===== config.mk =====
export PLATFORM = sky130hd
export DESIGN_NAME = sigmoid_activation
export DESIGN_NICKNAME = d
export VERILOG_FILES = /design/src/rtl/mlp_pkg.sv /design/src/rtl/act_fifo.sv /design/src/rtl/sigmoid_activation.sv
export SDC_FILE = /design/constraint.sdc
export NUM_CORES = 1
export LEC_CHECK = 0
export ABC_AREA = 1
export CORE_MARGIN = 3
export CORE_UTILIZATION = 40
export CTS_BUF_LIST = sky130_fd_sc_hd__clkbuf_4
export CTS_CLUSTER_DIAMETER = 100
export DETAILED_ROUTE_END_ITERATION = 6
export HOLD_SLACK_MARGIN = 0.06
export PLACE_DENSITY = 0.61
export SYNTH_ARGS = -nofsm -noshare
export SYNTH_HDL_FRONTEND = slang
export SYNTH_HIERARCHICAL = 1
export SYNTH_SLANG_ARGS = --single-unit

===== constraint.sdc =====
create_clock -name pi_clk -period 2.47 [get_ports pi_clk]
set_input_delay 0.494 -clock pi_clk [delete_from_list [all_inputs] [get_ports pi_clk]]
set_output_delay 0.494 -clock pi_clk [all_outputs]
set_load 0.01 [all_outputs]

===== src/rtl/mlp_pkg.sv =====
// Shared types and field positions for the MLP activation path.
// Build option: SIGMOID_MIRROR_EN selects the half-table (mirrored) sigmoid LUT.
package mlp_pkg;

   localparam int unsigned DATA_W    = 16;
   localparam logic [15:0] ONE_Q411  = 16'h0800;

   // Sign-magnitude 1.8.7 argument layout
   localparam int unsigned SIGN_BIT  = 15;
   localparam int unsigned INT_LSB   = 7;
   localparam int unsigned FRAC_W    = 7;

   // Whole-part bits that reach the LUT; the neuron saturates the argument to <= 15
   localparam int unsigned LUT_INT_W = 4;

`ifdef SIGMOID_MIRROR_EN
   localparam int unsigned ADDR_W    = LUT_INT_W + FRAC_W;
`else
   localparam int unsigned ADDR_W    = 1 + LUT_INT_W + FRAC_W;
`endif

   typedef logic [DATA_W-1:0] act_t;

   // sigmoid(-x) = 1 - sigmoid(x) in unsigned 1.4.11; legal LUT words never exceed 1.0
   function automatic act_t mirror_act(input logic neg, input act_t word);
      return neg ? act_t'(ONE_Q411 - word) : word;
   endfunction

endpackage


===== src/rtl/act_fifo.sv =====
// First-word fall-through activation FIFO with registered head, valid, full and empty.
// Head entry always sits in slot 0, so the output data is a plain register.
module act_fifo
   import mlp_pkg::*;
#(
   parameter int unsigned DEPTH = 4
) (
   input  logic pi_clk,
   input  logic pi_rst,
   input  logic push,
   input  act_t push_data,
   input  logic pop,
   output logic full,
   output logic empty,
   output logic valid,
   output act_t data
);

   localparam int unsigned CNT_W = $clog2(DEPTH + 1);

   act_t [DEPTH-1:0] mem_q;
   act_t [DEPTH-1:0] mem_n;
   logic [CNT_W-1:0] cnt_q;
   logic [CNT_W-1:0] cnt_n;
   logic             valid_q;
   logic             full_q;
   logic             empty_q;
   logic             do_pop_c;
   logic             do_push_c;

   // Next contents: pop shifts toward slot 0, push lands just past the surviving entries
   always_comb begin
      mem_n     = mem_q;
      cnt_n     = cnt_q;
      do_pop_c  = pop & valid_q;
      do_push_c = push & (~full_q | do_pop_c);
      if (do_pop_c) begin
         for (int i = 0; i < int'(DEPTH) - 1; i++) begin
            mem_n[i] = mem_q[i+1];
         end
         cnt_n = cnt_q - CNT_W'(1);
      end
      if (do_push_c) begin
         for (int i = 0; i < int'(DEPTH); i++) begin
            if (CNT_W'(i) == cnt_n) begin
               mem_n[i] = push_data;
            end
         end
         cnt_n = cnt_n + CNT_W'(1);
      end
   end

   // Storage and registered status flags
   always_ff @(posedge pi_clk) begin
      if (pi_rst) begin
         mem_q   <= '0;
         cnt_q   <= '0;
         valid_q <= 1'b0;
         full_q  <= 1'b0;
         empty_q <= 1'b1;
      end else begin
         mem_q   <= mem_n;
         cnt_q   <= cnt_n;
         valid_q <= (cnt_n != '0);
         full_q  <= (cnt_n == CNT_W'(DEPTH));
         empty_q <= (cnt_n == '0);
      end
   end

   assign full  = full_q;
   assign empty = empty_q;
   assign valid = valid_q;
   assign data  = mem_q[0];

endmodule


===== src/rtl/sigmoid_activation.sv =====
// Sigmoid activation stage: LUT read pipeline, optional negative-argument mirroring,
// output FIFO with valid/ready, per-layer result counter and sticky overflow flag.
// Build option: SIGMOID_MIRROR_EN (half-table LUT, negatives computed as 1.0 - lut).
module sigmoid_activation
   import mlp_pkg::*;
#(
   parameter int unsigned RD_LAT      = 1,
   parameter int unsigned FIFO_DEPTH  = 4,
   parameter int unsigned NUM_NEURONS = 10
) (
   input  logic              pi_clk,
   input  logic              pi_rst,
   input  logic              pi_lut_en,
   input  logic [15:0]       pi_lut_addr,
   input  logic              pi_layer_start,
   output logic              po_bram_en,
   output logic [ADDR_W-1:0] po_bram_addr,
   input  logic [15:0]       pi_bram_data,
   output logic              po_valid,
   input  logic              pi_ready,
   output logic [15:0]       po_data,
   output logic              po_layer_done,
   output logic              po_overflow
);

   localparam int unsigned CNT_W = $clog2(NUM_NEURONS + 1);

   logic [ADDR_W-1:0] lut_index_c;
   logic              unused_addr_bits;
   logic              bram_en_q;
   logic [ADDR_W-1:0] bram_addr_q;
   logic [RD_LAT-1:0] rd_vld_q;
   logic              res_vld_q;
   act_t              res_data_q;
   logic              fifo_full;
   logic              fifo_empty;
   logic              fifo_valid;
   act_t              fifo_data;
   logic              pop_c;
   logic              drop_c;
   logic              push_ok_c;
   logic [CNT_W-1:0]  layer_cnt_q;
   logic [CNT_W-1:0]  cnt_base_c;
   logic [CNT_W-1:0]  cnt_n_c;
   logic              done_n_c;
   logic              layer_done_q;
   logic              ovf_q;
   logic              ovf_n_c;

   // Whole-part bits 14:11 are already saturated away by the neuron
   assign unused_addr_bits = ^pi_lut_addr[SIGN_BIT-1:INT_LSB+LUT_INT_W];

`ifdef SIGMOID_MIRROR_EN
   logic              neg_s1_q;
   logic [RD_LAT-1:0] rd_neg_q;

   assign lut_index_c = {pi_lut_addr[INT_LSB+LUT_INT_W-1:INT_LSB], pi_lut_addr[FRAC_W-1:0]};

   // Sign of each read rides alongside its valid bit through the BRAM latency
   always_ff @(posedge pi_clk) begin
      if (pi_rst) begin
         neg_s1_q <= 1'b0;
         rd_neg_q <= '0;
      end else begin
         if (pi_lut_en) begin
            neg_s1_q <= pi_lut_addr[SIGN_BIT];
         end
         rd_neg_q <= RD_LAT'({rd_neg_q, neg_s1_q});
      end
   end
`else
   assign lut_index_c = {pi_lut_addr[SIGN_BIT],
                         pi_lut_addr[INT_LSB+LUT_INT_W-1:INT_LSB],
                         pi_lut_addr[FRAC_W-1:0]};
`endif

   // Stage 1: issue the LUT read one cycle after the neuron's enable
   always_ff @(posedge pi_clk) begin
      if (pi_rst) begin
         bram_en_q   <= 1'b0;
         bram_addr_q <= '0;
      end else begin
         bram_en_q <= pi_lut_en;
         if (pi_lut_en) begin
            bram_addr_q <= lut_index_c;
         end
      end
   end

   // Read-valid shift register matching the BRAM latency
   always_ff @(posedge pi_clk) begin
      if (pi_rst) begin
         rd_vld_q <= '0;
      end else begin
         rd_vld_q <= RD_LAT'({rd_vld_q, bram_en_q});
      end
   end

   // Stage 2: capture the LUT word into the result register
   always_ff @(posedge pi_clk) begin
      if (pi_rst) begin
         res_vld_q  <= 1'b0;
         res_data_q <= '0;
      end else begin
         res_vld_q <= rd_vld_q[RD_LAT-1];
         if (rd_vld_q[RD_LAT-1]) begin
`ifdef SIGMOID_MIRROR_EN
            res_data_q <= mirror_act(rd_neg_q[RD_LAT-1], pi_bram_data);
`else
            res_data_q <= pi_bram_data;
`endif
         end
      end
   end

   // A full FIFO still takes the result when the head leaves in the same cycle
   assign pop_c     = pi_ready & ~fifo_empty;
   assign drop_c    = res_vld_q & fifo_full & ~pop_c;
   assign push_ok_c = res_vld_q & ~drop_c;

   act_fifo #(
      .DEPTH (FIFO_DEPTH)
   ) u_fifo (
      .pi_clk    (pi_clk),
      .pi_rst    (pi_rst),
      .push      (res_vld_q),
      .push_data (res_data_q),
      .pop       (pop_c),
      .full      (fifo_full),
      .empty     (fifo_empty),
      .valid     (fifo_valid),
      .data      (fifo_data)
   );

   // Layer counter and overflow next state; layer start acts before a same-cycle push
   always_comb begin
      cnt_base_c = pi_layer_start ? '0 : layer_cnt_q;
      cnt_n_c    = cnt_base_c;
      done_n_c   = 1'b0;
      ovf_n_c    = (pi_layer_start ? 1'b0 : ovf_q) | drop_c;
      if (push_ok_c) begin
         if (cnt_base_c == CNT_W'(NUM_NEURONS - 1)) begin
            cnt_n_c  = '0;
            done_n_c = 1'b1;
         end else begin
            cnt_n_c = cnt_base_c + CNT_W'(1);
         end
      end
   end

   // Layer bookkeeping registers
   always_ff @(posedge pi_clk) begin
      if (pi_rst) begin
         layer_cnt_q  <= '0;
         layer_done_q <= 1'b0;
         ovf_q        <= 1'b0;
      end else begin
         layer_cnt_q  <= cnt_n_c;
         layer_done_q <= done_n_c;
         ovf_q        <= ovf_n_c;
      end
   end

   assign po_bram_en    = bram_en_q;
   assign po_bram_addr  = bram_addr_q;
   assign po_valid      = fifo_valid;
   assign po_data       = fifo_data;
   assign po_layer_done = layer_done_q;
   assign po_overflow   = ovf_q;

endmodule


Yosys cells after proc, flatten, opt, wreduce, memory -nomap -nowiden
Index checks and enable logic that the tools add are counted.
{ "word_totals": {"reg_bits": 107, "inputBits": 37, "out_inout_bits": 32, "elab_cells": 54} }
{ "op_classes": {"addsub": 3, "n_eq_ne": 5, "n_mux": 12, "n_bitwise": 13, "reduce_logical": 5} }
{ "ops": {"columns": ["operator", "n"], "rows": [
  ["two-way mux 48 bit", 2],
  ["two-way mux 16 bit", 3],
  ["two-way mux 4 bit", 3],
  ["AND 1 bit", 6],
  ["equality test 2 x 3 -> 1 bit, first input constant", 2],
  ["zero test 3 bit", 2],
  ["two-way mux 3 bit", 2],
  ["NOT 1 bit", 5],
  ["adder 4 x 1 -> 4 bit, second input constant", 1],
  ["equality test 4 bit, second input constant", 1],
  ["adder 3 x 1 -> 3 bit, second input constant", 1],
  ["equality test 1 x 3 -> 1 bit, first input constant", 1],
  ["equality test 3 bit, second input constant", 1],
  ["nonzero test 3 bit", 1],
  ["subtractor 3 x 1 -> 3 bit, second input constant", 1],
  ["two-way mux 1 bit", 2],
  ["bitwise OR 1 bit", 2],
  ["AND reduction 2 bit", 1],
  ["OR reduction 2 bit", 1]
]} }

Logic depth before layout (Yosys ltp)
Gate-level depths: netlist of run 1.
{ "logic_depth": {"ltp_word": 8, "depth_mapped": 14, "mapped_depth_nobuf": 13} }

By module
Netlist of run 1, hierarchy kept.
{ "by_module_without_submodules": {"columns": ["mod", "instances", "cells_each", "area_per_inst_um2", "seq_area_each_um2"], "rows": [
  ["act_fifo", 1, 586, 3736.1, 1401.3],
  ["sigmoid_activation", 1, 177, 1383.8, 740.7]
]} }

Least setup slack after synthesis of run 1
No wires, ideal clock.
{ "synth_path": {"path_kind": "input port to flip-flop", "startpoint": "in pi_ready", "endpoint": "reg u_fifo/mem_q[49] (netlist name)", "setup_ns": 0.120, "t_arrival_ns": 1.701, "t_required_ns": 2.350, "path_slack_ns": 0.649, "stages": 12, "n_path_buf": 2, "cell_sequence": "nand2_4 > inv_1 > buf_6 > nand2_8 > o21ai_2 > inv_2 > nor2_1 > ha_1 > nand2_1 > buf_2 > o21ai_1 > a21oi_1"} }
{ "synth_via": {"elab_chain_cells": 5, "elab_cells_between_ends": 7, "classes_between": "1 x eq/ne; 1 x mux; 4 x bitwise; 1 x reduce/logical"} }
{ "synth_rtl": {"columns": ["item", "line_no", "text"], "rows": [
  ["start, declared", "sigmoid_activation.sv:20", "input logic pi_ready,"],
  ["AND 1 bit (*)", "sigmoid_activation.sv:117", "assign pop_c = pi_ready & ~fifo_empty;"],
  ["via pop_c", "sigmoid_activation.sv:39", "logic pop_c;"],
  ["AND 1 bit (*)", "act_fifo.sv:35", "do_pop_c = pop & valid_q;"],
  ["two-way mux 3 bit or bitwise OR 1 bit (tied branches)", "act_fifo.sv:37, act_fifo.sv:36", null],
  ["equality test 2 x 3 -> 1 bit or AND 1 bit (tied branches)", "act_fifo.sv:45, act_fifo.sv:36", null],
  ["AND reduction 2 bit (no line) (*)", null, null],
  ["end signal, assigned", "act_fifo.sv:62", "mem_q <= mem_n;"],
  ["end, declared", "act_fifo.sv:21", "act_t [DEPTH-1:0] mem_q;"]
]} }
The timed path passes the listed nets; every way through them passes the cells marked *.
A chain may end at the register's enable or synchronous reset.

Worst setup path in the final report of run 1
{ "layout_path": {"startpoint": "reg u_fifo.valid_q, in the netlist u_fifo/valid", "endpoint": "out po_valid"} }
{ "layout_rtl": {"columns": ["item", "line_no", "text"], "rows": [
  ["start, declared", "act_fifo.sv:25", "logic valid_q;"],
  ["start signal, assigned", "act_fifo.sv:64", "valid_q <= (cnt_n != '0);"],
  ["end, declared", "sigmoid_activation.sv:19", "output logic po_valid,"]
]} }
No word-level cell between the ends.

==> results.cfg, run 1 <==
[detailed_routing]
firstDrtPassIters = 5
wire_per_inst_um = 11.6
drt_wl_total_um = 11200
initial_detailed_routing_violation_count = 291
drc = 0
avgViaCountPerCell = 4.60
ant_nets = 0
via_count = 4439

[placement]
port_buffers = 64
dp.final_hpwl_um = 7300
place.detailed.instances = 950
gp_congestion = 0.781

[timing]
setup_viol_count_final = 0
finalWorstPathRequiredPeriod_ns = 2.14
timing.setup.tns_ns = 0
timing_hold_violations_final = 0
fmax_ghz = 0.467
timing_worst_slew_pin_value_ns = 0.510
worst_clock_skew_ns = 0.0182
finalMaxSlewViolations = 0
final_min_period_over_clock_period_pct = 86.7
maxSlewHeadroom_pct = 66.0
grt_setup_unrepaired = false

[clocking]
clockRootBuffer = sky130_fd_sc_hd__clkbuf_4
max-clock-path-buffers = 2
cts_buffers = 9
postCtsResizedCells = 0
cts_hold_repair.buffers = 0
tritoncts_clock_tree = done
htreeDepth = 3
post_cts_buffers = 0
tritoncts_num_sinks = 107
cts.reportedPaths.clkPinSlew_ns = 0.15
worst_skew_pair_latency_ns = 0.46

[layout]
area_delta_synth_final_pct = 14.1
n_antenna_cell = 0
fillers = 1243
multiInputGateArea_um2 = 2270
final_layout_size_suffix_gt1_share_pct = 10.5
utilization_pct = 47.6
seqCellArea_um2 = 2140
num-nets-final = 833
final-instance-count-excl-fill = 966

[synthesis]
yosys_most_used_dff = sky130_fd_sc_hd__dfxtp_1
post_synth_instance_area_um2 = 5120
post_synth_num_cell_types = 27
yosysSeqAreaShare_pct = 41.8
synthDominantCellAreaShare_pct = 41.8
synth_top_area_cell = sky130_fd_sc_hd__dfxtp_1
post_synth.cell_area_avg_um2 = 6.71
synth-edff-count = 0
netlist_top_cells_count = 205 x sky130_fd_sc_hd__nand2_1, 162 x sky130_fd_sc_hd__nor2_1, 107 x sky130_fd_sc_hd__dfxtp_1, 45 x sky130_fd_sc_hd__o21ai_1
postSynth.asyncResetShare_pct = 0
netlist_top_cells_area = sky130_fd_sc_hd__dfxtp_1 42%, sky130_fd_sc_hd__nand2_1 15%, sky130_fd_sc_hd__nor2_1 12%
synth.net_count = 803
synthesis.yosys.warnings = 6
synth_seq_cells = 107
post_synth_inst_count = 763
synth.most_common_cell = sky130_fd_sc_hd__nand2_1

[pwr]
powerDensity_nw_per_um2 = 505
finalPower_uw = 2950
peakVddDrop_v = 0.000238
power_leakage_uw = 0.00283

[worst_setup_path]
cp.arrival_ns = 1.65
critical_path_buf_inv_count = 1
critical_path_required_ns = 1.98
critPathMaxFanout = 8
setup.worst_path.start_class = register
ff2ff_setup_slack_ns = 0.58
critical-path-max-stage-delay_ns = 0.62
critical_path.endpoint_type = output pin
timing.critical_path.slowest_stage_cell = sky130_fd_sc_hd__clkdlybuf4s50_1
critical_path_cell_by_cell = clkdlybuf4s50_1
timing.setup.critical_path_class = reg -> out
critPathTopFamily = buffers and inverters

[floorplanning]
io_pins = 69
design.core.area_um2 = 12300
initial_util_pct = 41.8
floorplan.die.width_um = 119
fp.dieArea_um2 = 14200
chipHeight_um = 119
std_cell_rows = 40

[global_route]
track_usage_pct = 16.2
grt_start_max_net_pins = 67
grt_remaining_overflow = 0
via_count_of_the_first_global_routing_pass = 4083
grt_antenna_before_repair = 0
wire_length_of_the_first_global_routing_pass_um = 19300

[worst_hold_path]
class_of_the_tightest_hold_or_removal_check = reg -> reg

[outcome]
run_status = complete, no violations

[run]
maxCapViolCount = 0
==> where the power goes <==
part / leakage [uW] / switching, uW / internal (uW)
sequential: 0.000869 / 50.1 / 1780
clock: 0.0000643 / 568 / 226
combinational: 0.00189 / 178 / 152
total: 0.00283 / 796 / 2150
==> cells by family after synthesis <==
| logic type | share of synthesized area (%) |
|---|---|
| adders and majority gates | 0.733 |
| AOI/OAI and AO/OA | 8.68 |
| and+or+nand+nor | 34.9 |
| DFF | 41.8 |
| buffers and inverters | 13.9 |
==> per-stage QoR <==
step                      cell area, um^2  hold slack, ns  worst slack [ns]
after CTS                            5840           0.432             0.291
after global routing                 5840           0.457             0.241
after global placement               5730           0.410          -0.00363
after detailed placement             5730           0.413           -0.0609
final                                5840           0.428             0.330
after floorplan                      5120           0.425             0.649
==> sequential cells by signal, indices dropped and copies added (netlist names), 3 cells and up <==
name          flops
layer_cnt_q       4
po_bram_addr     12
res_data_q       16
u_fifo/cnt_q      3
u_fifo/data      16
u_fifo/mem_q     48
==> cell usage in the layout (no fill, tap or decap), drive strengths merged <==
| cell type | count |
|---|---|
| a21boi | 2 |
| clkinvlp | 1 |
| nor3 | 1 |
| a21oi | 20 |
| ha | 3 |
| clkdlybuf4s50 | 64 |
| nor2 | 167 |
| dfxtp | 107 |
| nand4 | 4 |
| clkinv | 16 |
| nand2 | 215 |
| buf | 12 |
| nand3 | 41 |
| o21ai | 62 |
| inv | 72 |
| clkbuf | 11 |
==> final timing paths <==
| check | from | end | cells past startpoint |
|---|---|---|---|
| min reg2reg | po_bram_en | rd_vld_q | 2 |
| min | po_bram_en | rd_vld_q | 2 |
| max | u_fifo/valid | po_valid | 1 |
| max reg2reg | u_fifo/empty | u_fifo/data[9] | 10 |
==> metal layers <==
layer	vias up	GRT usage [%]	share of wire (%)
li1	2373	-	-
met3	12	4.84	8.1
met1	1932	22.7	50
met5	-	0	0
met2	122	23.9	41
met4	0	5.36	1.4
==> layout make-up <==
cell class | count | area share, %
Clock buffer | 11 | 1.41
Clock inverter | 5 | 0.514
Inverter | 84 | 5.40
Multi-Input combinational cell | 515 | 38.8
Sequential cell | 107 | 36.7
Tap cell | 168 | 3.60
Timing Repair Buffer | 76 | 13.6
(Power assumes the default switching activity.)
==> run 2: changes to the inputs <==
--- a/config.mk
+++ b/config.mk
@@ -6,6 +6,7 @@
 export NUM_CORES = 1
 export LEC_CHECK = 0
 export ABC_AREA = 1
+export CAP_MARGIN = 20
 export CORE_MARGIN = 3
 export CORE_UTILIZATION = 40
 export CTS_BUF_LIST = sky130_fd_sc_hd__clkbuf_4
==> results of run 2 <==
Final layout, timing and power as in run 1 (identical DEF).
